`src/rtl/jam_pkg.sv`:
```
// jam_pkg: shared widths, arbiter state type and index helper for the cost-table arbiter
package jam_pkg;
  localparam int IDX_W  = 3;
  localparam int COST_W = 7;
  typedef enum logic {ARB, LOCKED} arb_state_t;
  function automatic int wrap_inc(input int i, input int n);
    return (i + 1 >= n) ? 0 : i + 1;
  endfunction
endpackage

```
`src/rtl/rr_pick_onehot.sv`:
```
// rr_pick_onehot: first set request at or after the pointer, as a one-hot grant
module rr_pick_onehot #(
  parameter int N  = 2,
  parameter int PW = 1
) (
  input  logic [N-1:0]  i_req,
  input  logic [PW-1:0] i_ptr,
  output logic [N-1:0]  o_gnt
);
  logic [N-1:0] w_rot;
  logic [N-1:0] w_sel;
  // rotate so the pointer sits at bit 0, isolate the lowest set bit, rotate back
  assign w_rot = N'({i_req, i_req} >> i_ptr);
  assign w_sel = w_rot & (~w_rot + N'(1));
  assign o_gnt = N'(({w_sel, w_sel} << i_ptr) >> N);
endmodule

```
`src/rtl/jam_cost_arbiter.sv`:
```
// jam_cost_arbiter: round-robin sharing of the cost-table read port between search engines,
// with locked row-scan bursts and id-tagged return of each read.
module jam_cost_arbiter #(
  parameter int NREQ      = 2,
  parameter int IDX_W     = jam_pkg::IDX_W,
  parameter int COST_W    = jam_pkg::COST_W,
  parameter int ROM_LAT   = 1,
  parameter int MAX_BURST = 8
) (
  input  logic                  CLK,
  input  logic                  RST_N,
  input  logic [NREQ-1:0]       req,
  input  logic [NREQ-1:0]       lock,
  input  logic [NREQ*IDX_W-1:0] req_w,
  input  logic [NREQ*IDX_W-1:0] req_j,
  output logic [NREQ-1:0]       gnt,
  output logic [IDX_W-1:0]      W,
  output logic [IDX_W-1:0]      J,
  input  logic [COST_W-1:0]     Cost,
  output logic [NREQ-1:0]       rsp_valid,
  output logic [COST_W-1:0]     rsp_cost,
  output logic                  busy
);
  import jam_pkg::*;
  localparam int PW = $clog2(NREQ);
  localparam int BW = $clog2(MAX_BURST + 1);

  arb_state_t                     r_state, w_state_nxt;
  logic [PW-1:0]                  r_rr, w_rr_nxt, r_owner, w_owner_nxt;
  logic [PW-1:0]                  w_pick_idx, w_idx;
  logic [BW-1:0]                  r_burst, w_burst_nxt;
  logic [NREQ-1:0]                w_pick, w_gnt;
  logic [IDX_W-1:0]               r_w, r_j;
  logic [ROM_LAT-1:0]             r_tag_v;
  logic [ROM_LAT-1:0][PW-1:0]     r_tag_id;
  logic [NREQ-1:0]                r_rsp_valid;
  logic [COST_W-1:0]              r_rsp_cost;

  rr_pick_onehot #(.N(NREQ), .PW(PW)) u_pick (
    .i_req(req),
    .i_ptr(r_rr),
    .o_gnt(w_pick)
  );

  always_comb begin
    w_pick_idx = '0;
    for (int i = 0; i < NREQ; i++) if (w_pick[i]) w_pick_idx = PW'(i);
  end

  assign w_idx = (r_state == ARB) ? w_pick_idx : r_owner;

  always_comb begin
    w_state_nxt = r_state;
    w_rr_nxt    = r_rr;
    w_owner_nxt = r_owner;
    w_burst_nxt = r_burst;
    w_gnt       = '0;
    if (r_state == ARB) begin
      w_gnt = w_pick;
      if (|w_pick) begin
        w_rr_nxt = PW'(wrap_inc(int'(w_pick_idx), NREQ));
        if (lock[w_pick_idx]) begin
          w_state_nxt = LOCKED;
          w_owner_nxt = w_pick_idx;
          w_burst_nxt = BW'(1);
        end
      end
    end else begin
      w_gnt       = req[r_owner] ? NREQ'(1) << r_owner : '0;
      w_burst_nxt = req[r_owner] ? r_burst + BW'(1) : r_burst;
      // released by dropping lock (with or without a final grant) or by exhausting the burst
      if (!lock[r_owner] || (req[r_owner] && int'(r_burst) + 1 >= MAX_BURST)) begin
        w_state_nxt = ARB;
        w_rr_nxt    = PW'(wrap_inc(int'(r_owner), NREQ));
      end
    end
  end

  always_ff @(posedge CLK or negedge RST_N) begin
    if (!RST_N) begin
      r_state     <= ARB;
      r_rr        <= '0;
      r_owner     <= '0;
      r_burst     <= '0;
      r_w         <= '0;
      r_j         <= '0;
      r_tag_v     <= '0;
      r_tag_id    <= '0;
      r_rsp_valid <= '0;
      r_rsp_cost  <= '0;
    end else begin
      r_state <= w_state_nxt;
      r_rr    <= w_rr_nxt;
      r_owner <= w_owner_nxt;
      r_burst <= w_burst_nxt;
      if (|w_gnt) begin
        r_w <= req_w[w_idx*IDX_W +: IDX_W];
        r_j <= req_j[w_idx*IDX_W +: IDX_W];
      end
      for (int s = ROM_LAT - 1; s > 0; s--) begin
        r_tag_v[s]  <= r_tag_v[s-1];
        r_tag_id[s] <= r_tag_id[s-1];
      end
      r_tag_v[0]  <= |w_gnt;
      r_tag_id[0] <= w_idx;
      r_rsp_valid <= r_tag_v[ROM_LAT-1] ? NREQ'(1) << r_tag_id[ROM_LAT-1] : '0;
      if (r_tag_v[ROM_LAT-1]) r_rsp_cost <= Cost;
    end
  end

  assign gnt       = w_gnt;
  assign W         = r_w;
  assign J         = r_j;
  assign rsp_valid = r_rsp_valid;
  assign rsp_cost  = r_rsp_cost;
  assign busy      = (|r_tag_v) || (r_state == LOCKED);
endmodule

```
`config.mk`:
```
export PLATFORM = sky130hd
export DESIGN_NAME = jam_cost_arbiter
export DESIGN_NICKNAME = d
export VERILOG_FILES = /design/src/rtl/jam_pkg.sv /design/src/rtl/rr_pick_onehot.sv /design/src/rtl/jam_cost_arbiter.sv
export SDC_FILE = /design/constraint.sdc
export NUM_CORES = 1
export LEC_CHECK = 0
export CAP_MARGIN = 10
export CORE_MARGIN = 1
export CORE_UTILIZATION = 31
export DETAILED_ROUTE_END_ITERATION = 16
export GPL_ROUTABILITY_DRIVEN = 0
export SLEW_MARGIN = 30
export SYNTH_ARGS = -nofsm -noshare
export SYNTH_HDL_FRONTEND = slang
export SYNTH_SLANG_ARGS = --single-unit
```
`constraint.sdc`:
```
create_clock -name CLK -period 2.95 [get_ports CLK]
set_input_delay 0.4425 -clock CLK [delete_from_list [all_inputs] [get_ports CLK]]
set_output_delay 0.4425 -clock CLK [all_outputs]
set_load 0.01 [all_outputs]
```
* Word-level counts from Yosys, hierarchy flattened
Index checks and enable logic that the tools add are counted.
** Word-level totals
- Register bits :: 24
- Word-level logic and storage cells :: 67
- Bits of input ports :: 25
- Output and inout bits :: 18
** Cells by class
- $add $sub $neg :: 5
- Bitwise gates (word level) :: 3
- Equal/unequal tests :: 2
- Mux-type cells :: 24
- Reductions and logical operators :: 11
- Multipliers :: 1
- Order comparisons :: 5
- Shifts and indexed selects :: 6
** Operators with widths (number)
- $mux W1 :: 17
- $mux W4 :: 4
- $shiftx A6 B4 Y3 :: 2
- $mux W2 :: 3
- $reduce_and A3 Y1 :: 2
- $add A4 B1 Y5 const B :: 1
- $ge A5 B4 Y1 const B :: 1
- $add A1 B1 Y2 const B :: 2
- $add A4 B1 Y4 const B :: 1
- $ge A2 B2 Y1 const B :: 2
- $lt A1 B2 Y1 const B :: 2
- $ne A2 B1 Y1 const B :: 2
- $reduce_bool A2 Y1 :: 2
- $reduce_or A2 Y1 :: 2
- $shl A1 B1 Y2 const A :: 2
- $shl A4 B1 Y4 :: 1
- $shr A4 B1 Y2 :: 1
- $mul A1 B2 Y3 const B :: 1
- $add A2 B1 Y2 const B :: 1
- $and A2 B2 Y2 :: 1
- $logic_or A1 B1 Y1 :: 2
- $not A2 Y2 :: 1
- $reduce_and A2 Y1 :: 1
- $logic_and A1 B1 Y1 :: 1
- other kinds (2) :: 2

* Longest topological paths before layout
Gate-level depths: netlist (run 1).
- Word-level depth :: 11
- Mapped depth :: 6
- Depth with buffers taken out :: 5

* Hierarchy
Synthesis (run 1) repeated with hierarchy kept, for this count alone.
** Second synthesis, totals
- Cell total of the unflattened synthesis :: 107
- Area total of the unflattened synthesis :: 1194.9 um^2
** By module, submodules not included
- jam_cost_arbiter :: cells each 104, times used 1, area each 1176.1 um^2, sequential area each 600.6 um^2
- rr_pick_onehot :: cells each 3, times used 1, area each 18.8 um^2, sequential area each 0.0 um^2

* Worst setup path before layout (run 1)
Ideal clock, no wire load.
- Kind :: register -> output
- Start :: register r_state
- End :: output busy
- Buffers on the path :: 2
- Path slack :: 1.550 ns
- Required time :: 2.508 ns
- Data arrival time :: 0.957 ns
- Cell stages (with the launch flop) :: 4
- Cells stage by stage :: dfrtp_1 > buf_2 > buf_2 > or2_2
** Between the ends
- Word-level cells in the longest chain between the ends :: 1
** RTL lines
- start, declared :: RTL line jam_cost_arbiter.sv:28 : arb_state_t r_state, w_state_nxt;
- start signal, assigned :: RTL line jam_cost_arbiter.sv:92 : r_state <= w_state_nxt;
- $logic_or A1 B1 Y1 :: RTL line jam_cost_arbiter.sv:116 : assign busy = (|r_tag_v) || (r_state == LOCKED);
- end, declared :: RTL line jam_cost_arbiter.sv:22 : output logic busy
Every way passes these cells.

* Final worst setup path (run 1)
- Start :: input req[0]
- End :: output gnt[0]
** Between the ends
- Word-level cells in the longest chain between the ends :: 6
- Elaborated cells on any way between the ends :: 9
- Those cells by class :: add/sub (1); shift (2); mux (4); bitwise (2)
** RTL lines
- start, declared :: RTL line jam_cost_arbiter.sv:12 : input logic [NREQ-1:0] req,
- $shr A4 B1 Y2 :: RTL line rr_pick_onehot.sv:13 : assign w_rot = N'({i_req, i_req} >> i_ptr);
- $not A2 Y2 :: RTL line rr_pick_onehot.sv:14 : assign w_sel = w_rot & (~w_rot + N'(1));
- $add A2 B1 Y2 :: RTL line rr_pick_onehot.sv:14
- $and A2 B2 Y2 :: RTL line rr_pick_onehot.sv:14
- $shl A4 B1 Y4 :: RTL line rr_pick_onehot.sv:15 : assign o_gnt = N'(({w_sel, w_sel} << i_ptr) >> N);
- $mux W2 * :: RTL line jam_cost_arbiter.sv:58 : if (r_state == ARB) begin
- end, declared :: RTL line jam_cost_arbiter.sv:16 : output logic [NREQ-1:0] gnt,
Mark *: on every way between the ends. The rest lies on a longest branch, timed or not. The select of a mux whose other input is x is not followed.

==> results of run 1 <==
## cells in the mapped netlist (2+ instances only)
cell,n,area share [%]
nand2b_1,2,1.1
o21ai_0,2,0.87
dfrtp_1,24,52
nand3_1,2,0.87
o21ai_1,9,3.9
nor2_1,3,0.98
inv_1,2,0.65
buf_2,2,0.87
nor2b_1,2,1.1
nand2_1,13,4.2
mux2_2,9,8.8
o22ai_1,2,1.1
ha_1,2,2.2
o211a_1,2,1.7
and2_1,4,2.2
mux2i_1,7,6.1
## per-layer routing
| layer | wire length (um) | part of all wire, % | global-route usage, % | vias to the layer above |
|---|---|---|---|---|
| met1 | 970 | 43 | 13.34 | 422 |
| met2 | 1172 | 52 | 20.97 | 20 |
| met4 | 19 | 0.84 | 4.360 | 0 |
| li1 | - | - | - | 432 |
| met5 | 0 | 0 | 0 | - |
| met3 | 89 | 4.0 | 2.737 | 2 |
## sequential cells by signal, indices dropped and copies added (netlist names)
signal and count:
r_state 1, rsp_cost 7, rsp_valid 2, W 3
r_rr 1, r_burst 4, r_tag_id 1, r_owner 1
J 3, r_tag_v 1
## logic make-up (layout without fill, tap and decap cells)
group,count (synthesis),count (layout),synth area share [%]
mux,17,17,16.23
flops,24,24,52.29
buf+inv,7,49,3.486
xor+xnor,1,1,0.7627
fa+ha+maj,2,2,2.178
simple gates,28,28,11.76
compound gates,22,22,13.29
## critical path, cell delays in order
cell and delay [ns]:
clkdlybuf4s50_1 0.57, a21boi_1 0.23, o21a_1 0.14, clkdlybuf4s50_1 0.52
## cell type report
class / instances / area, sq um / share of cell area (%)
repair buffers: 43 / 422.9 / 25.36
clock inverters: 1 / 30.03 / 1.800
well taps: 46 / 57.56 / 3.451
inverters: 2 / 7.507 / 0.4501
flip-flops and latches: 24 / 600.6 / 36.01
multi-input cells: 70 / 508.0 / 30.46
clock buffers: 3 / 41.29 / 2.476
## how the worst min path moves through the flow
stage / start / endpoint / slack (ns) / cells after the start
global placement: r_tag_id / rsp_valid[0] / 0.40 / 1
finish: RST_N / r_burst[3] / 0.14 / 1
global route: RST_N / r_burst[3] / 0.18 / 1
detailed placement: r_tag_id / rsp_valid[0] / 0.40 / 1
CTS: RST_N / r_burst[1] / 0.16 / 1
floorplan: RST_N / J[0] / 0.15 / 0
## metrics by stage
step	hold slack (ns)	instance area [sq um]	cells
CTS	0.1628	1668	189
global placement	0.3976	1602	185
finish	0.1439	1668	189
detailed placement	0.4050	1597	185
floorplan	0.1469	1149	101
global route	0.1830	1668	189
## power breakdown
group | total, mW | internal [mW] | leakage, nW | switching (mW)
clock network | 0.285 | 0.181 | 0.0357 | 0.104
logic | 0.601 | 0.362 | 0.385 | 0.238
registers | 0.587 | 0.461 | 0.289 | 0.126
total | 1.47 | 1.00 | 0.710 | 0.468
==> results.toml, run 1 <==
[global_route]
overflow = 0
grt_pass1_vias = 850
grt_pass1_wl_um = 3677
antenna_found_initial = 0
grt_start_max_net_pins = 25
grt_use_total_pct = 11.72

[placed_design]
port_buffers = 42
dp_hpwl_um = 1717
dp_slack_ns = 0.5969

[sta]
slew_headroom_pct = 64.76
rsz0062_at_grt = "false"
fin_setup_tns_ns = 0
min_period_ns = 2.355
skew_ns = 0.0007782
hold_viol = 0
max_freq_ghz = 0.4246
layout_setup_ws_ns = 0.5948
min_period_over_period_pct = 79.84
setup-violations-final = 0
final_max_slew_viol_count = 0
tightestPinTransition_ns = 0.5286

[pwr]
p_leak_nw = 0.7103
p_total_mw = 1.473
irDropWorstVdd_mv = 0.3371
powerDensity_nw_per_um2 = 883.1

[clock_tree]
cts_buffers = 3
post_cts_hold_buffer_count = 0
clockBufferDepth = 2
cts_setup_buffers = 0
cts.sinks = 24
path_clk_slew_ns = 0.08
htreeDepth = 1
cts_tree = "built"
ctsResizeCount = 0
root_buffer = "clkbuf_8"
insertion_delay_ns = 0.26

[setup_path]
crit_path_start_kind = "input pin"
end_kind = "output port"
crit_end = "gnt[0]"
reg2reg_from = "r_state"
reg2reg_depth = 4
path_max_fanout = 6
ff2ff_setup_slack_ns = 1.38
crit_required_ns = 2.51
cp-startpoint = "req[0]"
crit_type = "input pin to output port"
r2r-end = "W[0]"
crit_arrival_ns = 1.91

[die]
die_width_um = 62.87
core_area_sq_um = 3442
initial_core_util_pct = 33.37
die_h_um = 62.87
design.die.area_sq_um = 3953
num_rows = 21
io_pins = 43

[route]
vias = 876
post_drt_wl_per_cell_um = 11.91
avgViaCountPerCell = 4.635
first_iter_violations = 35
drc = 0
ant_nets = 0
routed_wl_um = 2251
dr.pass1.iters = 4

[logic_synthesis]
ys_seq_elements = 24
synth_nets = 128
async_reset_ff_share_pct = 100.0
ys_warn_count = 0
syn_area_sq_um = 1149
avgSynthCellArea_sq_um = 11.37
ys_types = 30
synth_ff_type = "dfrtp_1"
synth_edf_count = 0
postSynthCellCount = 101
yosysSeqAreaShare_pct = 52.29

[cells_and_area]
drive_above_1_share_pct = 13.99
synthToLayoutAreaGrowth_pct = 45.21
final_util_pct = 48.46
layout.nets = 171
mostFrequentLayoutCells = "41 x clkdlybuf4s50_1, 24 x dfrtp_1, 13 x nand2_1"
final_common_cell = "clkdlybuf4s50_1"
antenna_cells = 0
fillers = 320

[hold_path]
hp-class = "input pin to asynchronous set/reset pin"

[run]
drv_cap = 0

[outcome]
status = "completed"
Note: power is estimated with default switching activity, not from simulation.
==> run 2: changes to the inputs <==
clock period = 1.9 ns   (was 2.95 ns; I/O delays follow)
==> results.toml, run 2 (synthesis gave the netlist of run 1 again) <==
[outcome]
status = "completed"

[route]
first_iter_violations = 30
vias = 879
routed_wl_um = 2292
drc = 0
ant_nets = 0
avgViaCountPerCell = 4.439
post_drt_wl_per_cell_um = 11.58
dr.pass1.iters = 4

[clock_tree]
cts_buffers = 3
cts_tree = "built"
clockBufferDepth = 2
post_cts_hold_buffer_count = 0
htreeDepth = 1
insertion_delay_ns = 0.26
root_buffer = "clkbuf_8"
path_clk_slew_ns = 0.08
cts.sinks = 24

[die]
die_h_um = 62.87
io_pins = 43
num_rows = 21
design.die.area_sq_um = 3953
core_area_sq_um = 3442
die_width_um = 62.87
initial_core_util_pct = 33.37

[sta]
min_period_ns = 1.854
fin_setup_tns_ns = 0
layout_setup_ws_ns = 0.04628
tightestPinTransition_ns = 0.2978
skew_ns = 0.001782
setup-violations-final = 0
rsz0062_at_grt = "false"
max_freq_ghz = 0.5395
min_period_over_period_pct = 97.56
slew_headroom_pct = 80.15
hold_viol = 0
final_max_slew_viol_count = 0

[global_route]
antenna_found_initial = 0
overflow = 0
grt_start_max_net_pins = 25
grt_pass1_vias = 894
grt_pass1_wl_um = 3905
grt_use_total_pct = 12.57

[setup_path]
crit_required_ns = 1.62
end_kind = "output port"
crit_arrival_ns = 1.57
crit_type = "input pin to output port"
crit_path_start_kind = "input pin"
path_max_fanout = 5

[cells_and_area]
final_common_cell = "clkdlybuf4s50_1"
fillers = 324
final_cells = 198
antenna_cells = 0
largest_register_ffs = 7
mostFrequentLayoutCells = "41 x clkdlybuf4s50_1, 22 x dfrtp_1, 13 x nand2_1"
synthToLayoutAreaGrowth_pct = 50.54
drive_above_1_share_pct = 20.39
layout.nets = 180

[placed_design]
dp.cells = 194
dp_slack_ns = -0.1113
dp_hpwl_um = 1822
port_buffers = 42

[pwr]
powerDensity_nw_per_um2 = 1311
p_leak_nw = 0.7454
p_total_mw = 2.267
irDropWorstVdd_mv = 0.7158

[hold_path]
hp-class = "input pin to asynchronous set/reset pin"

[run]
drv_cap = 0
run 2: changes by cell type in the layout (fill, tap and decap cells not counted):
cell,previous run,this run
a21boi_1,1,0
a21boi_2,0,1
buf_2,1,0
buf_4,1,10
bufinv_16,1,0
clkbuf_8,3,4
dfrtp_1,24,22
dfrtp_2,0,2
dlygate4sd2_1,0,1
run 2: repair_timing:
action                                  in CTS  in global routing
buffers inserted                             0                  0
hold endpoints to repair                     0                  0
resized for setup                            2                  2
endpoints found under the setup margin       1                  2
run 2: metal layers:
| metal | vias up | routed length, um | global-route usage, % |
|---|---|---|---|
| li1 | 451 | - | - |
| met1 | 404 | 939 | 12.98 |
| met2 | 24 | 1244 | 23.92 |
| met3 | 0 | 108 | 3.832 |
| met4 | 0 | 0 | 3.488 |
| met5 | - | 0 | 0 |
run 2: power breakdown:
group | leakage (nW) | switching (mW) | total, mW | internal [mW]
sequential | 0.287 | 0.161 | 0.882 | 0.721
combinational | 0.430 | 0.424 | 1.05 | 0.621
clock | 0.0288 | 0.155 | 0.339 | 0.185
total | 0.745 | 0.740 | 2.27 | 1.53
run 2: cell type report:
class / count / area (sq um) / share of cell area [%]
Tap cell: 46 / 57.56 / 3.329
Multi-Input combinational cell: 70 / 511.7 / 29.59
Clock buffer: 4 / 55.05 / 3.184
Timing Repair Buffer: 52 / 494.2 / 28.58
Sequential cell: 24 / 603.1 / 34.88
Inverter: 2 / 7.507 / 0.4342
run 2: worst paths after layout:
check	start	to	slack (ns)	cells after the start
setup / recovery	req[1]	gnt[0]	0.05	4
hold / removal	RST_N	r_burst[3]	0.38	2
setup reg to reg	r_burst[0]	r_rr	0.40	5
hold reg to reg	r_tag_id	rsp_valid[0]	0.41	1
max in group asynchronous	RST_N	r_state	1.28	2
min in group CLK	r_tag_id	rsp_valid[0]	0.41	1
run 2: metrics by stage:
stage	area [sq um]	util, %	hold slack [ns]
2_1_floorplan	1149	-	-0.01059
3_3_place_gp	1669	48.49	0.4026
3_5_place_dp	1669	48.49	0.4029
4_1_cts	1727	50.16	0.3866
5_1_grt	1729	50.24	0.3977
6_report	1729	50.24	0.3766
run 2: critical path, stage by stage:
cell	delay, ns
clkdlybuf4s50_1	0.54
nand2_1	0.10
o21a_1	0.17
clkdlybuf4s50_1	0.47
==> run 3: changes to the inputs <==
CORE_MARGIN = 3   (was 1)
==> results.toml, run 3 (synthesis gave the netlist of run 1 again) <==
[cells_and_area]
design_area_sq_um = 1727
drive_above_1_share_pct = 19.74
antenna_cells = 0
fillers = 331
layout.nets = 180
final_common_cell = "clkdlybuf4s50_1"
largest_register_ffs = 7
final_util_pct = 50.16
synthToLayoutAreaGrowth_pct = 50.33
mostFrequentLayoutCells = "40 x clkdlybuf4s50_1, 23 x dfrtp_1, 13 x nand2_1"

[route]
post_drt_wl_per_cell_um = 12.45
drc = 0
vias = 903
ant_nets = 0
avgViaCountPerCell = 4.561
routed_wl_um = 2466
first_iter_violations = 20
dr.pass1.iters = 4

[setup_path]
reg2reg_depth = 5
crit_type = "flop to output port"
path_buf_inv = 1
crit_family = "flip-flops"
path_depth = 2
crit_arrival_ns = 1.55
slowest_stage = "dfrtp_2"
crit_required_ns = 1.62
cp_slowest_stage_delay_ns = 0.49
crit_path_start_kind = "flop"
reg2reg_from = "r_state"
cp-startpoint = "r_state"
crit_path_cell_trace = "or2_2 -> clkdlybuf4s50_1"
end_kind = "output port"
path_max_fanout = 11

[die]
initial_core_util_pct = 33.37
design.die.area_sq_um = 4472
num_rows = 21
die_h_um = 66.87
die_width_um = 66.87
core_area_sq_um = 3442
io_pins = 43

[placed_design]
placed_area_sq_um = 1669
dp_slack_ns = -0.05622
port_buffers = 42
dp_hpwl_um = 1911

[global_route]
grt_start_max_net_pins = 25
grt_pass1_vias = 920
antenna_found_initial = 0
grt_pass1_wl_um = 3939
grt_use_total_pct = 11.32
overflow = 0

[pwr]
p_sw_uw = 733.4
irDropWorstVdd_mv = 0.6297
p_int_mw = 1.500
swShare_pct = 32.84
comb_power_share_pct = 45.2
p_leak_nw = 0.7503
seqPwrFrac_pct = 39.7
powerDensity_nw_per_um2 = 1294
p_clk_share_pct = 15.0

[sta]
layout_setup_ws_ns = 0.06943
min_period_over_period_pct = 96.35
rsz0062_at_grt = "false"
skew_ns = 0.001083
hold_viol = 0
max_freq_ghz = 0.5463
worst_hold_slack_ns = 0.3873
slew_headroom_pct = 71.86
min_period_ns = 1.831
fin_setup_tns_ns = 0
tightestPinTransition_ns = 0.4221
setup-violations-final = 0
final_max_slew_viol_count = 0

[clock_tree]
cts_tree = "built"
htreeDepth = 1
cts.sinks = 24
post_cts_hold_buffer_count = 0
path_clk_slew_ns = 0.08
root_buffer = "clkbuf_8"
insertion_delay_ns = 0.26
cts_setup_buffers = 0
clockBufferDepth = 2
cts_buffers = 3

[hold_path]
hp-class = "input pin to asynchronous set/reset pin"

[run]
drv_cap = 0

[outcome]
status = "completed"
## run 3: final cells by class
type	instances	area [sq um]	area share [%]
timing repair buffer	52	493.0	28.55
multi-input combinational	70	511.7	29.64
inverter	2	7.507	0.4348
sequential	24	601.8	34.85
tap	46	57.56	3.333
clock buffer	4	55.05	3.188
## run 3: path summary, 6_finish.rpt
path                                end  slack, ns
max                                busy       0.07
min                          r_burst[3]       0.39
max reg2reg                        W[1]       0.30
min reg2reg                rsp_valid[0]       0.41
max in group asynchronous       r_state       1.26
min in group CLK           rsp_valid[0]       0.41
## run 3: worst register-to-register path: cells and delay by family, from the launching register on
family / cells / cell delay (ns)
flip-flops: 1 / 0.49
buffers and inverters: 1 / 0.18
AO/OA/AOI/OAI: 2 / 0.47
AND/OR/NAND/NOR: 1 / 0.10
multiplexers: 1 / 0.25
## run 3: power groups by stage
stage	logic, mW	registers [mW]	clock network (mW)
3_5_place_dp	1.04	0.888	0
4_1_cts	1.03	0.888	0.351
2_1_floorplan	0.542	0.901	0
5_1_grt	1.11	0.922	0.374
3_3_place_gp	1.02	0.888	0
6_report	1.01	0.888	0.336
## run 3: per-stage QoR
step	power, mW	cells
after detailed placement	1.925	194
final	2.234	198
after global placement	1.904	194
after CTS	2.267	198
after global routing	2.404	198
after floorplan	1.443	101
## run 3: repair_timing
item / 4_1_cts / 5_1_grt
pin swaps: 0 / 0
resized for setup: 3 / 1
endpoints found under the setup margin: 2 / 1
## run 3: layer usage
metal | routed length (um) | global-route usage [%] | vias up | part of all wire (%)
li1 | - | - | 453 | -
met1 | 1104 | 13.70 | 427 | 45
met2 | 1245 | 20.17 | 21 | 50
met3 | 96 | 2.361 | 2 | 3.9
met4 | 19 | 3.038 | 0 | 0.77
met5 | 0 | 0 | - | 0
